### src/rtl/uart_pkg.sv
// Shared UART constants: payload width, bit timing at 100 MHz / 9600 baud,
// default receive-FIFO depth, and a saturating-increment helper.
package uart_pkg;

   localparam int UART_DW         = 8;
   localparam int CLKS_PER_BIT    = 10416;
   localparam int HALF_BIT        = 5208;
   localparam int UART_RX_FIFO_AW = 4;

   function automatic logic [7:0] sat_inc8(input logic [7:0] v);
      return (v == 8'hFF) ? v : v + 8'd1;
   endfunction

endpackage

### src/rtl/uart_fifo_ram.sv
// Simple dual-port storage for the receive FIFO: registered write port and
// asynchronous read port. Contents are never reset.
module uart_fifo_ram #(
   parameter int DW = 8,
   parameter int AW = 4
) (
   input  logic          clk,
   input  logic          i_wr_en,
   input  logic [AW-1:0] i_wr_addr,
   input  logic [DW-1:0] i_wr_data,
   input  logic [AW-1:0] i_rd_addr,
   output logic [DW-1:0] o_rd_data
);

   logic [DW-1:0] r_mem [2**AW];

   always_ff @(posedge clk) begin
      if (i_wr_en) r_mem[i_wr_addr] <= i_wr_data;
   end

   assign o_rd_data = r_mem[i_rd_addr];

endmodule

### src/rtl/uart_rx_fifo.sv
// Receive byte FIFO with first-word-fall-through valid/ready output and a sticky
// overrun flag. Define UART_RX_FIFO_STATS_EN to add the dropped-byte counter port.
module uart_rx_fifo
   import uart_pkg::*;
#(
   parameter int DW       = UART_DW,
   parameter int AW       = UART_RX_FIFO_AW,
   parameter int AF_LEVEL = 12
) (
   input  logic          clk,
   input  logic          i_reset,
   input  logic          i_wr_valid,
   input  logic [DW-1:0] i_wr_data,
   output logic          o_rd_valid,
   output logic [DW-1:0] o_rd_data,
   input  logic          i_rd_ready,
   output logic [AW:0]   o_count,
   output logic          o_full,
   output logic          o_almost_full,
   output logic          o_overrun,
   input  logic          i_clr_overrun
`ifdef UART_RX_FIFO_STATS_EN
   ,output logic [7:0]   o_overrun_cnt
`endif
);

   localparam logic [AW:0] DEPTH     = {1'b1, {AW{1'b0}}};
   localparam logic [AW:0] AF_THRESH = (AW+1)'(AF_LEVEL);
   localparam logic [AW:0] PTR_ONE   = {{AW{1'b0}}, 1'b1};

   logic [AW:0] r_wr_ptr;
   logic [AW:0] r_rd_ptr;
   logic        r_overrun;
   logic [AW:0] w_count;
   logic        w_full;
   logic        w_rd_valid;
   logic        w_pop;
   logic        w_push;
   logic        w_drop;

   // Pointers carry one extra bit so a full FIFO and an empty one differ.
   assign w_count    = r_wr_ptr - r_rd_ptr;
   assign w_full     = (w_count == DEPTH);
   assign w_rd_valid = (w_count != '0);
   assign w_pop      = w_rd_valid & i_rd_ready;
   assign w_push     = i_wr_valid & (~w_full | w_pop);
   assign w_drop     = i_wr_valid & w_full & ~w_pop;

   uart_fifo_ram #(.DW(DW), .AW(AW)) u_ram (
      .clk       (clk),
      .i_wr_en   (w_push),
      .i_wr_addr (r_wr_ptr[AW-1:0]),
      .i_wr_data (i_wr_data),
      .i_rd_addr (r_rd_ptr[AW-1:0]),
      .o_rd_data (o_rd_data)
   );

   always_ff @(posedge clk or posedge i_reset) begin
      if (i_reset) begin
         r_wr_ptr <= '0;
         r_rd_ptr <= '0;
      end else begin
         if (w_push) r_wr_ptr <= r_wr_ptr + PTR_ONE;
         if (w_pop)  r_rd_ptr <= r_rd_ptr + PTR_ONE;
      end
   end

   // A drop in the same cycle as a clear keeps the flag set.
   always_ff @(posedge clk or posedge i_reset) begin
      if (i_reset) begin
         r_overrun <= 1'b0;
      end else if (w_drop) begin
         r_overrun <= 1'b1;
      end else if (i_clr_overrun) begin
         r_overrun <= 1'b0;
      end
   end

`ifdef UART_RX_FIFO_STATS_EN
   logic [7:0] r_overrun_cnt;

   always_ff @(posedge clk or posedge i_reset) begin
      if (i_reset) begin
         r_overrun_cnt <= 8'd0;
      end else if (w_drop) begin
         r_overrun_cnt <= i_clr_overrun ? 8'd1 : sat_inc8(r_overrun_cnt);
      end else if (i_clr_overrun) begin
         r_overrun_cnt <= 8'd0;
      end
   end

   assign o_overrun_cnt = r_overrun_cnt;
`endif

   assign o_rd_valid    = w_rd_valid;
   assign o_count       = w_count;
   assign o_full        = w_full;
   assign o_almost_full = (w_count >= AF_THRESH);
   assign o_overrun     = r_overrun;

endmodule

### config.mk
export PLATFORM = sky130hd
export DESIGN_NAME = uart_rx_fifo
export DESIGN_NICKNAME = d
export VERILOG_FILES = /design/src/rtl/uart_pkg.sv /design/src/rtl/uart_fifo_ram.sv /design/src/rtl/uart_rx_fifo.sv
export SDC_FILE = /design/constraint.sdc
export NUM_CORES = 1
export LEC_CHECK = 0
export ABC_CLOCK_PERIOD_IN_PS = 5300
export BUFFER_PORTS_ARGS = -buffer_cell sky130_fd_sc_hd__buf_2
export CAP_MARGIN = 20
export CORE_AREA = 10 10 105 116
export DETAILED_ROUTE_END_ITERATION = 8
export DIE_AREA = 0 0 115 126
export GPL_TIMING_DRIVEN = 1
export PLACE_DENSITY = 0.84
export RECOVER_POWER = 25
export SYNTH_ARGS = -nofsm -noshare
export SYNTH_HDL_FRONTEND = slang
export SYNTH_SLANG_ARGS = --single-unit
### constraint.sdc
create_clock -name clk -period 5.3 [get_ports clk]
set_clock_uncertainty 0.2 [all_clocks]
set_input_delay 1.06 -clock clk [delete_from_list [all_inputs] [get_ports clk]]
set_output_delay 1.06 -clock clk [all_outputs]
set_load 0.01 [all_outputs]
* Word-level counts from Yosys, hierarchy flattened
Memory sizes are Yosys's and may differ from the RTL's. Cells that the tools add are included.
Word-level totals: register bits 11, memory bits (writable) 128, output and inout port bits 17, logic and storage cells 22, memories 1
Memory list:
- u_ram.r_mem | depth 16, width 8, rd ports 1, clocked after Yosys merged registers in 0, wr ports 1, line uart_fifo_ram.sv:15 | logic [DW-1:0] r_mem [2**AW];
Operators by class: $add $sub $neg 3, $lt $le $gt $ge 1, equal/unequal tests 1, multiplexer cells 4, bitwise gates (word level) 7, reduce and logical (&&, ||, !) cells 2
Operators by type and width (count):
- 5-bit by 1-bit adder with 5-bit output (second input constant) | 2
- 5-bit == test (second input constant) | 1
- 5-bit by 4-bit >= comparator with 1-bit output (second input constant) | 1
- 5-bit nonzero test | 1
- 5-bit subtractor | 1
- 1-bit AND | 4
- 1-bit 2-to-1 mux | 4
- 1-bit inverter | 2
- 2-bit nonzero test | 1
- 1-bit bitwise OR | 1

* Logic depth before layout (Yosys ltp)
depth in word-level cells 7, gate-level depth with buffers 11, mapped depth without buffers 10

* Hierarchy
A second synthesis with hierarchy kept.
Unflattened totals: cell total of the unflattened synthesis 295, area total of the unflattened synthesis 5779.3 um2
By module, submodules not included:
- uart_fifo_ram | times used 1, cells an instance 221, area an instance 4987.3 um2
- uart_rx_fifo | times used 1, cells an instance 74, area an instance 792.0 um2

* Least setup slack after synthesis
OpenSTA, ideal clock, no wires.
kind reg2reg, start point register r_rd_ptr[2], end point memory u_ram.r_mem[7][0], enable pin, setup time 0.398 ns, arrival 3.464 ns, required time 4.702 ns, setup slack 1.238 ns, stages on the path, launching flop included 10, path buffers 3, clock period less this slack 4.062 ns, cell sequence dfrtp_1 -> clkbuf_1 -> clkbuf_1 -> buf_1 -> clkinv_1 -> ha_1 -> a21oi_1 -> a211o_1 -> a2111oi_4 -> nor4b_1
On the way: cells in the longest elaborated chain, start to end 7
Ends and longest elaborated chain:
- start: declaration | line uart_rx_fifo.sv:32 | logic [AW:0] r_rd_ptr;
- start signal: assignment | line uart_rx_fifo.sv:64 | if (w_pop) r_rd_ptr <= r_rd_ptr + PTR_ONE;
- 5-bit subtractor * | line uart_rx_fifo.sv:42 | assign w_count = r_wr_ptr - r_rd_ptr;
- 5-bit nonzero test / 5-bit == test (equally long branches) | line uart_rx_fifo.sv:44, uart_rx_fifo.sv:43
- 1-bit AND / 1-bit inverter (equally long branches) | line uart_rx_fifo.sv:45, uart_rx_fifo.sv:46
- 1-bit bitwise OR * | line uart_rx_fifo.sv:46 | assign w_push = i_wr_valid & (~w_full | w_pop);
- 1-bit AND * | line uart_rx_fifo.sv:46
- 1-bit 2-to-1 mux * | line uart_fifo_ram.sv:18 | if (i_wr_en) r_mem[i_wr_addr] <= i_wr_data;
- 1-bit 2-to-1 mux (not written as such) * | line uart_fifo_ram.sv:18
- end: declaration | line uart_fifo_ram.sv:15
Every way passes the cells marked *; elsewhere a longest branch is shown, timed or not.

* Worst setup path after layout
start point register r_rd_ptr[3], end point output port o_full
On the way: cells in the longest elaborated chain, start to end 2
Ends and longest elaborated chain:
- 5-bit subtractor | line uart_rx_fifo.sv:42
- 5-bit == test | line uart_rx_fifo.sv:43 | assign w_full = (w_count == DEPTH);
- end: declaration | line uart_rx_fifo.sv:18 | output logic o_full,
Every way passes these cells.

==> impl_metrics.json <==
{
  "status": "finished clean",
  "ant_nets": 0,
  "fmax_ghz": 0.246,
  "worstPathArrival_ns": 2.80,
  "postCtsSetupRepairBufs": 0,
  "fin_ws_ns": 1.24,
  "syn_inst": 316,
  "fin_nets": 379,
  "die_area_sq_um": 14500,
  "relSlewSlack_pct": 30.9,
  "tns_ns": 0,
  "crit_path_frequent_cell": "a21oi_1",
  "clockBufferDepth": 2,
  "layout_common_cells": "edfxtp_1 (128), nand2_1 (36), mux4_2 (32), buf_2 (25), and3_1 (24)",
  "firstDrtPassIters": 5,
  "async_reset_ff_share_pct": 7.91,
  "swShare_pct": 35.4,
  "cp_slowest_stage_delay_ns": 0.59,
  "multi_input_area_sq_um": 1520,
  "wl_per_cell_microns": 25.8,
  "synth_seq_cells": 139,
  "period_share_pct": 76.6,
  "die_x_microns": 115,
  "drt-total-wl_microns": 12600,
  "synth_ff_type": "edfxtp_1",
  "synthTopCellsByArea": "edfxtp_1 (67%), mux4_2 (13%), dfrtp_1 (4.8%)",
  "numCtsBuffers": 17,
  "fp-row-count": 38,
  "hpwl_microns": 7750,
  "gp_congestion": 0.847,
  "io_pins": 30,
  "slowest_stage": "dfrtp_1",
  "nFillCells": 624,
  "synth_edf_count": 128,
  "grt_overflow_total": 0,
  "grt_max_degree": 36,
  "antenna_cells": 0,
  "drt_iter0_markers": 347,
  "worst_hold_path_type": "register to register",
  "ctsRootBufferMaster": "clkbuf_8",
  "power_leakage_nw": 2.35,
  "critical_path_class": "register to output pin",
  "drive_gt1_share_pct": 27.1,
  "layout_commonest_cell": "edfxtp_1",
  "first_global_vias": 3209,
  "register_area_sq_um": 4120,
  "tightest_slew_ns": 1.03,
  "fp.coreArea_sq_um": 9790,
  "pre_cts_ws_ns": 1.61,
  "area_delta_synth_final_pct": 14.8,
  "hold_buffers": 0,
  "power_density_nw_per_um2": 612,
  "cts.sinks": 139,
  "finalSetupViolCount": 0,
  "yosysWarnings": 0,
  "worstPathMaxFanout": 11,
  "finalWorstPathRequiredPeriod_ns": 4.06,
  "cts_resized": 0,
  "synth_top_area_cell": "edfxtp_1",
  "numPortBuffers": 29,
  "vias": 3118,
  "synth_fp_nets": 339,
  "antenna_found_initial": 0,
  "rsz0062_at_grt": "no",
  "p_clk_share_pct": 28.1,
  "hold_viol": 0,
  "fp.dieH_microns": 126,
  "worstPathRequired_ns": 4.04,
  "worst_setup_path_start_kind": "register",
  "synth.distinct_cells": 35,
  "syn_area_sq_um": 5720,
  "ys_seq_area_share_pct": 72.0,
  "grt_pass1_wl_microns": 19500,
  "syn_avg_cell_area_sq_um": 18.1,
  "start_util_pct": 58.4,
  "ir_drop_v": 0.000305,
  "power_switching_mw": 1.42,
  "endpoint_kind": "output pin",
  "clk_pin_slew_ns": 0.07,
  "intPower_mw": 2.60,
  "clock_latency_ns": 0.52,
  "cts_tree": "done",
  "track_usage_pct": 18.2,
  "yosys.area.top_type_share_pct": 67.1,
  "viasPerCell": 6.38,
  "finalMaxSlewViolations": 0,
  "route.detailed.drc": 0,
  "cap_violations": 0,
  "comb_power_share_pct": 36.2,
  "htree_levels": 4,
  "p_seq_share_pct": 35.7,
  "crit_chain": "inv_1, ha_1, a21oi_1, a21oi_1, or2_2, a21oi_1, buf_2"
}
-- final cells by class --
cell class                 instances  area share [%]
multi-input combinational        153            23.1
inverter                          12           0.685
clock inverter                    15            2.36
sequential                       139            62.7
clock buffer                      17            6.30
timing repair buffer              33            2.59
tap                              120            2.28
-- registers in the layout (all words and copies together) (netlist names) --
register,flops
o_overrun,1
r_rd_ptr,5
r_wr_ptr,5
u_ram.r_mem,128
-- worst paths after layout --
check,from,end,slack [ns],cells past startpoint
setup reg to reg,r_rd_ptr[3]$_DFFE_PP0P_,u_ram.r_mem[11][3]$_DFFE_PP_,1.59,7
hold reg to reg,r_wr_ptr[4]$_DFFE_PP0P_,r_wr_ptr[4]$_DFFE_PP0P_,0.31,1
min in group asynchronous,i_reset,o_overrun$_DFFE_PP0P_,0.32,2
max in group asynchronous,i_reset,r_rd_ptr[0]$_DFFE_PP0P_,4.26,2
setup / recovery,r_rd_ptr[3]$_DFFE_PP0P_,o_full,1.24,7
hold / removal,r_wr_ptr[4]$_DFFE_PP0P_,r_wr_ptr[4]$_DFFE_PP0P_,0.31,1
-- per-stage QoR --
stage	util (%)	hold WS, ns	cell area [sq um]	total power [mW]	std cells
CTS	67.1	0.315	6580	4.04	489
detailed placement	61.3	0.305	6010	2.90	457
finish	67.1	0.312	6570	4.02	489
global route	67.1	0.326	6570	4.22	489
global placement	61.3	0.278	6010	2.85	457
floorplan	-	0.261	5720	2.42	316
-- power groups by stage --
stage	logic [mW]	clock network (mW)	registers (mW)
3_3_place_gp	1.40	0	1.44
4_1_cts	1.47	1.14	1.43
3_5_place_dp	1.44	0	1.45
6_report	1.46	1.13	1.44
2_1_floorplan	1.01	0	1.41
5_1_grt	1.58	1.19	1.45
-- logic make-up (layout without fill, tap and decap cells) --
group                      count (synthesis)  count (layout)  share of synthesized area, %
DFF                                      139             139                          72.0
and+or+nand+nor                           81              81                          7.08
muxes                                     34              34                          13.0
buffers and inverters                     24              77                          1.66
AOI/OAI and AO/OA                         17              17                          2.19
xor gates and xnor gates                  11              11                          1.81
adders and majority gates                 10              10                          2.32
-- per-layer routing --
metal | routed length, microns | global-route usage (%) | part of all wire (%)
met1 | 4820 | 23.9 | 38
met2 | 6380 | 28.2 | 51
met3 | 1140 | 5.22 | 9.0
met4 | 247 | 6.71 | 2.0
met5 | 0 | 0 | 0
-- worst max-delay path, delay by kind of cell (launching register included) --
family          cells  cell delay [ns]
simple gates        1             0.34
compound gates      3             0.48
fa+ha+maj           1             0.43
buf+inv             2             0.43
flops               1             0.59
-- cell usage after synthesis, types with 2 or more instances --
cell type,number
nor2b_1,2
dfrtp_1,11
xnor2_1,6
buf_2,4
clkbuf_1,5
a31oi_1,8
nand3_1,6
clkinv_1,2
o21ai_0,2
nor2_1,4
ha_1,9
and3_1,24
nand3b_1,2
a21oi_1,4
mux4_2,32
xor2_1,4
buf_1,3
inv_1,9
edfxtp_1,128
nand2_1,36
No activity file was read; power rests on OpenSTA's default activity.
